`src/rtl/shift_deser.sv`:
```
// Serial-to-parallel receiver: assembles WIDTH-bit words from strobed serial bits, MSB- or LSB-first.
// Latency: word visible in the cycle after its final strobe (one strobe later with SHIFT_DESER_PARITY_EN).
// Backpressure: one-entry holding register with valid/ready; a word completing into a full register is dropped and sets overrun.
// Optional feature macro: SHIFT_DESER_PARITY_EN (trailing even-parity bit per word, sticky parity_err output).
module shift_deser #(
    parameter int WIDTH = 8
) (
    input  logic             clk,
    input  logic             rst,
    input  logic             sin,
    input  logic             sin_valid,
    input  logic             dir,
    input  logic             clear,
    output logic [WIDTH-1:0] out,
    output logic             out_valid,
    input  logic             out_ready,
    output logic             busy,
    output logic             overrun
`ifdef SHIFT_DESER_PARITY_EN
    ,
    output logic             parity_err
`endif
);

`ifdef SHIFT_DESER_PARITY_EN
    // The parity bit occupies one extra counter slot after the last data bit.
    localparam int LAST = WIDTH;
`else
    localparam int LAST = WIDTH - 1;
`endif
    localparam int CW = $clog2(WIDTH + 1);

    logic [WIDTH-1:0] r_sr;
    logic [CW-1:0]    r_cnt;
    logic             r_dir_q;
    logic [WIDTH-1:0] r_out;
    logic             r_out_valid;
    logic             r_overrun;

    logic             w_first;
    logic             w_dir;
    logic [WIDTH-1:0] w_shift;
    logic             w_accept;
    logic             w_at_last;
    logic             w_done;
    logic             w_free;
    logic             w_load;
    logic             w_drop;
    logic [WIDTH-1:0] w_word;
    logic             w_shift_en;

    // The first bit of a word uses the live dir pin, since dir_q is only captured on that same edge.
    assign w_first    = (r_cnt == '0);
    assign w_dir      = w_first ? dir : r_dir_q;
    assign w_shift    = w_dir ? {sin, r_sr[WIDTH-1:1]} : {r_sr[WIDTH-2:0], sin};

    // clear wins over a coincident strobe, so that bit never counts.
    assign w_accept   = sin_valid && !clear;
    assign w_at_last  = (r_cnt == CW'(LAST));
    assign w_done     = w_accept && w_at_last;

    // The holding register can take a new word if empty or being popped this cycle.
    assign w_free     = !r_out_valid || out_ready;
    assign w_load     = w_done && w_free;
    assign w_drop     = w_done && !w_free;

`ifdef SHIFT_DESER_PARITY_EN
    // Data is already complete in sr when the parity bit arrives; the parity bit itself is never shifted in.
    logic r_parity_err;
    logic w_par_bad;
    assign w_word     = r_sr;
    assign w_shift_en = w_accept && !w_at_last;
    assign w_par_bad  = ^{r_sr, sin};
`else
    // The word includes the bit arriving on the completing edge.
    assign w_word     = w_shift;
    assign w_shift_en = w_accept;
`endif

    // Shift register and bit counter; clear aborts the partial word.
    always_ff @(posedge clk or posedge rst) begin
        if (rst) begin
            r_sr  <= '0;
            r_cnt <= '0;
        end else if (clear) begin
            r_sr  <= '0;
            r_cnt <= '0;
        end else if (w_accept) begin
            if (w_shift_en)
                r_sr <= w_shift;
            r_cnt <= w_at_last ? '0 : r_cnt + CW'(1);
        end
    end

    // Latch bit order on the first bit so mid-word dir changes are ignored.
    always_ff @(posedge clk or posedge rst) begin
        if (rst)
            r_dir_q <= 1'b0;
        else if (w_accept && w_first)
            r_dir_q <= dir;
    end

    // Holding register: load on completion when free, otherwise drain on pop.
    always_ff @(posedge clk or posedge rst) begin
        if (rst) begin
            r_out       <= '0;
            r_out_valid <= 1'b0;
        end else if (w_load) begin
            r_out       <= w_word;
            r_out_valid <= 1'b1;
        end else if (r_out_valid && out_ready) begin
            r_out_valid <= 1'b0;
        end
    end

    // Sticky overrun: a completed word found the holding register occupied.
    always_ff @(posedge clk or posedge rst) begin
        if (rst)
            r_overrun <= 1'b0;
        else if (clear)
            r_overrun <= 1'b0;
        else if (w_drop)
            r_overrun <= 1'b1;
    end

`ifdef SHIFT_DESER_PARITY_EN
    // Sticky parity error; the word is delivered regardless of the check.
    always_ff @(posedge clk or posedge rst) begin
        if (rst)
            r_parity_err <= 1'b0;
        else if (clear)
            r_parity_err <= 1'b0;
        else if (w_done && w_par_bad)
            r_parity_err <= 1'b1;
    end

    assign parity_err = r_parity_err;
`endif

    assign out       = r_out;
    assign out_valid = r_out_valid;
    assign overrun   = r_overrun;
    assign busy      = !w_first;

endmodule

```
`config.mk`:
```
export PLATFORM = sky130hd
export DESIGN_NAME = shift_deser
export DESIGN_NICKNAME = d
export VERILOG_FILES = /design/src/rtl/shift_deser.sv
export SDC_FILE = /design/constraint.sdc
export NUM_CORES = 1
export LEC_CHECK = 0
export CORE_UTILIZATION = 53
export DETAILED_ROUTE_END_ITERATION = 7
export MAX_ROUTING_LAYER = met4
export PLACE_DENSITY_LB_ADDON = 0.05
export SLEW_MARGIN = 30
export SYNTH_ARGS = -nofsm -noshare
export SYNTH_HDL_FRONTEND = slang
export SYNTH_SLANG_ARGS = --single-unit
```
`constraint.sdc`:
```
create_clock -name clk -period 1.9 [get_ports clk]
set_input_delay 0.38 -clock clk [delete_from_list [all_inputs] [get_ports clk]]
set_output_delay 0.38 -clock clk [all_outputs]
set_load 0.02 [all_outputs]
```
After elaboration in Yosys (flattened, before gate mapping)
Index checks and enable logic that the tools add are counted.
{ "word_totals": {"out_inout_bits": 11, "elab_cells": 34, "regBits": 23, "input_bits": 7} }
{ "classes": {"n_addsub": 1, "n_reduce_logical": 15, "n_eq_ne": 1, "n_mux": 11} }
{ "op_table": {"columns": ["cell", "n"], "rows": [
  ["two-way mux 8 bit", 3],
  ["two-way mux 4 bit", 3],
  ["logical AND 1 bit", 6],
  ["nonzero test 2 bit", 3],
  ["two-way mux 1 bit", 5],
  ["adder 4 x 1 -> 4 bit (second input constant)", 1],
  ["== test 4 x 3 -> 1 bit (second input constant)", 1],
  ["logical NOT 1 bit", 4],
  ["logical NOT 4 bit", 1],
  ["logical OR 1 bit", 1]
]} }

Depth between registers and ports, before layout
Gate-level depths: netlist of the first run.
{ "logic_depth": {"word_depth": 6, "mapped_depth": 6, "mapped_depth_nobuf": 5} }

Least setup slack after synthesis of the first run
Ideal clock, no wire load.
{ "synth_path": {"path_kind": "reg2reg", "startpoint": "register r_cnt[0]", "endpoint": "register r_out[0], in the netlist out[0]", "setup_ps": 125, "required_time_ps": 1775, "n_path_buf": 0, "t_arrival_ps": 1459, "setup_slack_ps": 316, "synth_period_minus_slack_ps": 1584, "path_stages_with_launch": 5, "path_cell_list": "dfrtp_1 -> ha_1 -> nand2_1 -> nor4b_4 -> mux2_2"} }
{ "synth_between": {"elab_chain_len": 3, "word_cells_on_any_way": 6, "cone_classes": "eq/ne (1); mux (2); reduce/logical (3)"} }
{ "synth_rtl": {"columns": ["item", "line", "text"], "rows": [
  ["start: declaration", "34", "logic [CW-1:0] r_cnt;"],
  ["start signal: assignment", "91", "r_cnt <= w_at_last ? '0 : r_cnt + CW'(1);"],
  ["logical NOT 4 bit or == test 4 x 3 -> 1 bit (tied branches)", "53, 59", null],
  ["two-way mux 1 bit or logical AND 1 bit (tied branches)", "54, 60", null],
  ["two-way mux 8 bit or logical AND 1 bit (tied branches)", "55, 64", null],
  ["end signal: assignment", "109", "r_out <= w_word;"],
  ["end: declaration", "36", "logic [WIDTH-1:0] r_out;"]
]} }
Parallel ways exist; a longest one is shown, timed or not.
A chain may end at the register's enable or synchronous reset.

Final worst setup path of the first run
{ "layout_path": {"startpoint": "register r_cnt[0]", "endpoint": "output port busy"} }
{ "layout_between": {"elab_chain_len": 2} }
{ "layout_rtl": {"columns": ["item", "line", "text"], "rows": [
  ["logical NOT 4 bit", "53", "assign w_first = (r_cnt == '0);"],
  ["logical NOT 1 bit", "143", "assign busy = !w_first;"],
  ["end: declaration", "17", "output logic busy,"]
]} }
Every way passes these cells.

==> flow_summary.toml, run 1 <==
[die]
die_area_mm2 = 0.002603
rows = 17
die_x_um = 51.02
initial_core_util_pct = 57.03
fp.coreArea_mm2 = 0.002233
io_pins = 18
die_y_um = 51.02

[sta]
finalSetupViolCount = 0
clock.fmax_mhz = 573.3
finalCriticalPeriod_ns = 1.744
timing.hold.ws_ns = 0.4030
finalHoldViolations = 0
relSlewSlack_pct = 68.56
tns_ns = 0
rsz0062_at_grt = "no"
finalWorstSetupSlack_ns = 0.1557
worstMarginPinSlew_ns = 0.4716
skew_ns = 0.009972
slew_violations = 0
finalCritPeriodShare_pct = 91.81

[clock_tree]
cts_max_path_buffers = 2
clock-root-buffer = "clkbuf_4"
cts_htree_levels = 1
cts_tree = "built"
cts_hold_buf = 0
clk_pin_slew_worst_paths_ns = 0.13
clk_latency_ns = 0.32
clkSinkCount = 23
numCtsBuffers = 3

[route]
drcViolationCount = 0
drt-initial-drc-count = 8
drt-wirelength-per-cell_um = 16.06
ant_nets = 0
dr.pass1.iters = 4
wl_mm = 2.618
num_vias = 925
vias_per_cell = 5.675

[setup_path]
cp-start-kind = "flip-flop"
worstPathMaxFanout = 2
slowest_stage = "dfrtp_1"
cp_common_cell = "inv_1"
path_cells = "inv_1 -> ha_1 -> nor3b_4 -> inv_1 -> clkbuf_2"
path_class = "reg2out"
arrival_ns = 1.36
worst_ep_required_time_ns = 1.52
critPathCaptureType = "output pin"
cpPeakStageDelay_ns = 0.40
r2r_slack_ns = 0.21
cp_top_family = "flip-flops"
reg2reg_depth = 6
r2r_end = "out[5]"
worst-path-buf-inv = 3
regToRegStartpoint = "r_cnt[1]"

[final_layout]
fin_nets = 145
layout_common_cells = "mux2i_1, dfrtp_1, clkdlybuf4s50_1"
instances_no_fill = 163
utilization_pct = 70.92
fillers = 177
diodes = 0
drive_above_1_share_pct = 27.41
mostFrequentLayoutCell = "mux2i_1"
syn_to_final_growth_pct = 24.36
finish.instance_area_mm2 = 0.001584

[power_and_ir_drop]
leakagePower_nw = 0.7715
peakVddDrop_v = 0.0004321
power_mw = 0.9171
power_per_cell_area_mw_per_mm2 = 579.0

[synth]
yosys_register_bits = 23
synthCells = 109
synth.yosys.seq_area_share_pct = 45.19
yosys_warnings = 0
syn_area_mm2 = 0.001274
ys_types = 25
synth_area_per_cell_um2 = 11.69
synthesis.nets = 118

[placed_design]
place_ws_ns = -0.01956
place_hpwl_mm = 1.802
dp.cells = 159
io_buffers = 17
place_congestion = 0.7813
placed_area_mm2 = 0.001550

[global_route]
track_usage_pct = 24.31
overflow = 0
grt_pass1_wl_mm = 4.485
grt_pass1_vias = 1003
grt_antenna_before_repair = 0
grt_max_degree = 24

[worst_hold_path]
hold_class = "in2async"

[run]
timing.max_cap.violations = 0

[run_status]
status = "finished, final reports clean"
-- tightest hold or removal path, stage by stage --
cell	delay (ns)
clkdlybuf4s50_1	0.41
inv_1	0.05
buf_4	0.28
-- power breakdown --
| part | total (mW) | internal (mW) | switching (mW) |
|---|---|---|---|
| Clock | 0.229 | 0.0787 | 0.150 |
| Combinational | 0.160 | 0.0852 | 0.0751 |
| Sequential | 0.528 | 0.501 | 0.0263 |
| Total | 0.917 | 0.665 | 0.252 |
-- cell families after synthesis --
| family | after synthesis | share of synthesized area [%] |
|---|---|---|
| muxes | 34 | 27.60 |
| and+or+nand+nor | 23 | 12.67 |
| DFF | 23 | 45.19 |
| buffers and inverters | 14 | 4.519 |
| AOI/OAI and AO/OA | 12 | 7.368 |
| adders and majority gates | 2 | 1.964 |
| xor gates and xnor gates | 1 | 0.6877 |
-- registers in the layout, indices dropped and copies added, names as in the netlist --
| signal | cells |
|---|---|
| out | 8 |
| r_sr | 8 |
| r_cnt | 4 |
| out_valid | 1 |
| overrun | 1 |
| r_dir_q | 1 |
-- how the worst max path moves through the flow --
stage,startpoint,end,depth (start not counted)
detailed placement,sin_valid,out[5],5
CTS,r_cnt[0],busy,5
global placement,sin_valid,out[5],5
finish,r_cnt[0],busy,5
global route,r_cnt[0],busy,5
floorplan,r_cnt[0],out[0],4
-- synthesized netlist by cell type (all sizes together) --
cell type | instances | share of area, %
mux2i | 25 | 20
dfrtp | 23 | 45
mux2 | 9 | 8.0
nor3b | 8 | 4.7
a31o | 7 | 4.8
inv | 7 | 2.1
nand2 | 5 | 1.5
clkbuf | 4 | 1.4
buf | 3 | 1.1
nand2b | 3 | 2.1
a21oi | 2 | 0.79
ha | 2 | 2.0
nor2 | 2 | 0.59
or3 | 2 | 1.1
nand3 | 1 | 0.39
nand4 | 1 | 0.49
nor4b | 1 | 1.9
o211ai | 1 | 0.59
o22ai | 1 | 0.49
o2bb2ai | 1 | 0.69
xor2 | 1 | 0.69
-- area by class of cell --
cell class	count	area, µm²	area share (%)
clock inverter	1	5.005	0.3160
clock buffer	3	22.52	1.422
multi-input combinational	72	651.9	41.15
inverter	7	26.28	1.659
timing repair buffer	29	267.8	16.90
sequential	23	575.6	36.33
tap	28	35.03	2.212
-- timing repair --
item                       4_1_cts  5_1_grt
setup endpoints to repair        1        1
resized for setup                2        3
buffers inserted                 0        0
gates cloned                     0        0
pin swaps                        0        0
hold endpoints to repair         0        0
-- per-layer routing --
metal	up-vias	share of wire (%)	global-route usage [%]
met3	4	2.0	3.571
met2	16	52	40.57
li1	443	-	-
met4	0	1.1	10.65
met5	-	0	-
met1	462	45	29.12
Note: power is estimated with default switching activity, not from simulation.
==> run 2: changes to the inputs <==
--- a/config.mk
+++ b/config.mk
@@ -6,7 +6,9 @@
 export NUM_CORES = 1
 export LEC_CHECK = 0
 export CORE_UTILIZATION = 53
+export CTS_CLUSTER_SIZE = 30
 export DETAILED_ROUTE_END_ITERATION = 7
+export GPL_ROUTABILITY_DRIVEN = 0
 export MAX_ROUTING_LAYER = met4
 export PLACE_DENSITY_LB_ADDON = 0.05
 export SLEW_MARGIN = 30
==> results of run 2 <==
The final DEF is identical to that of run 1; final timing and power are the same.
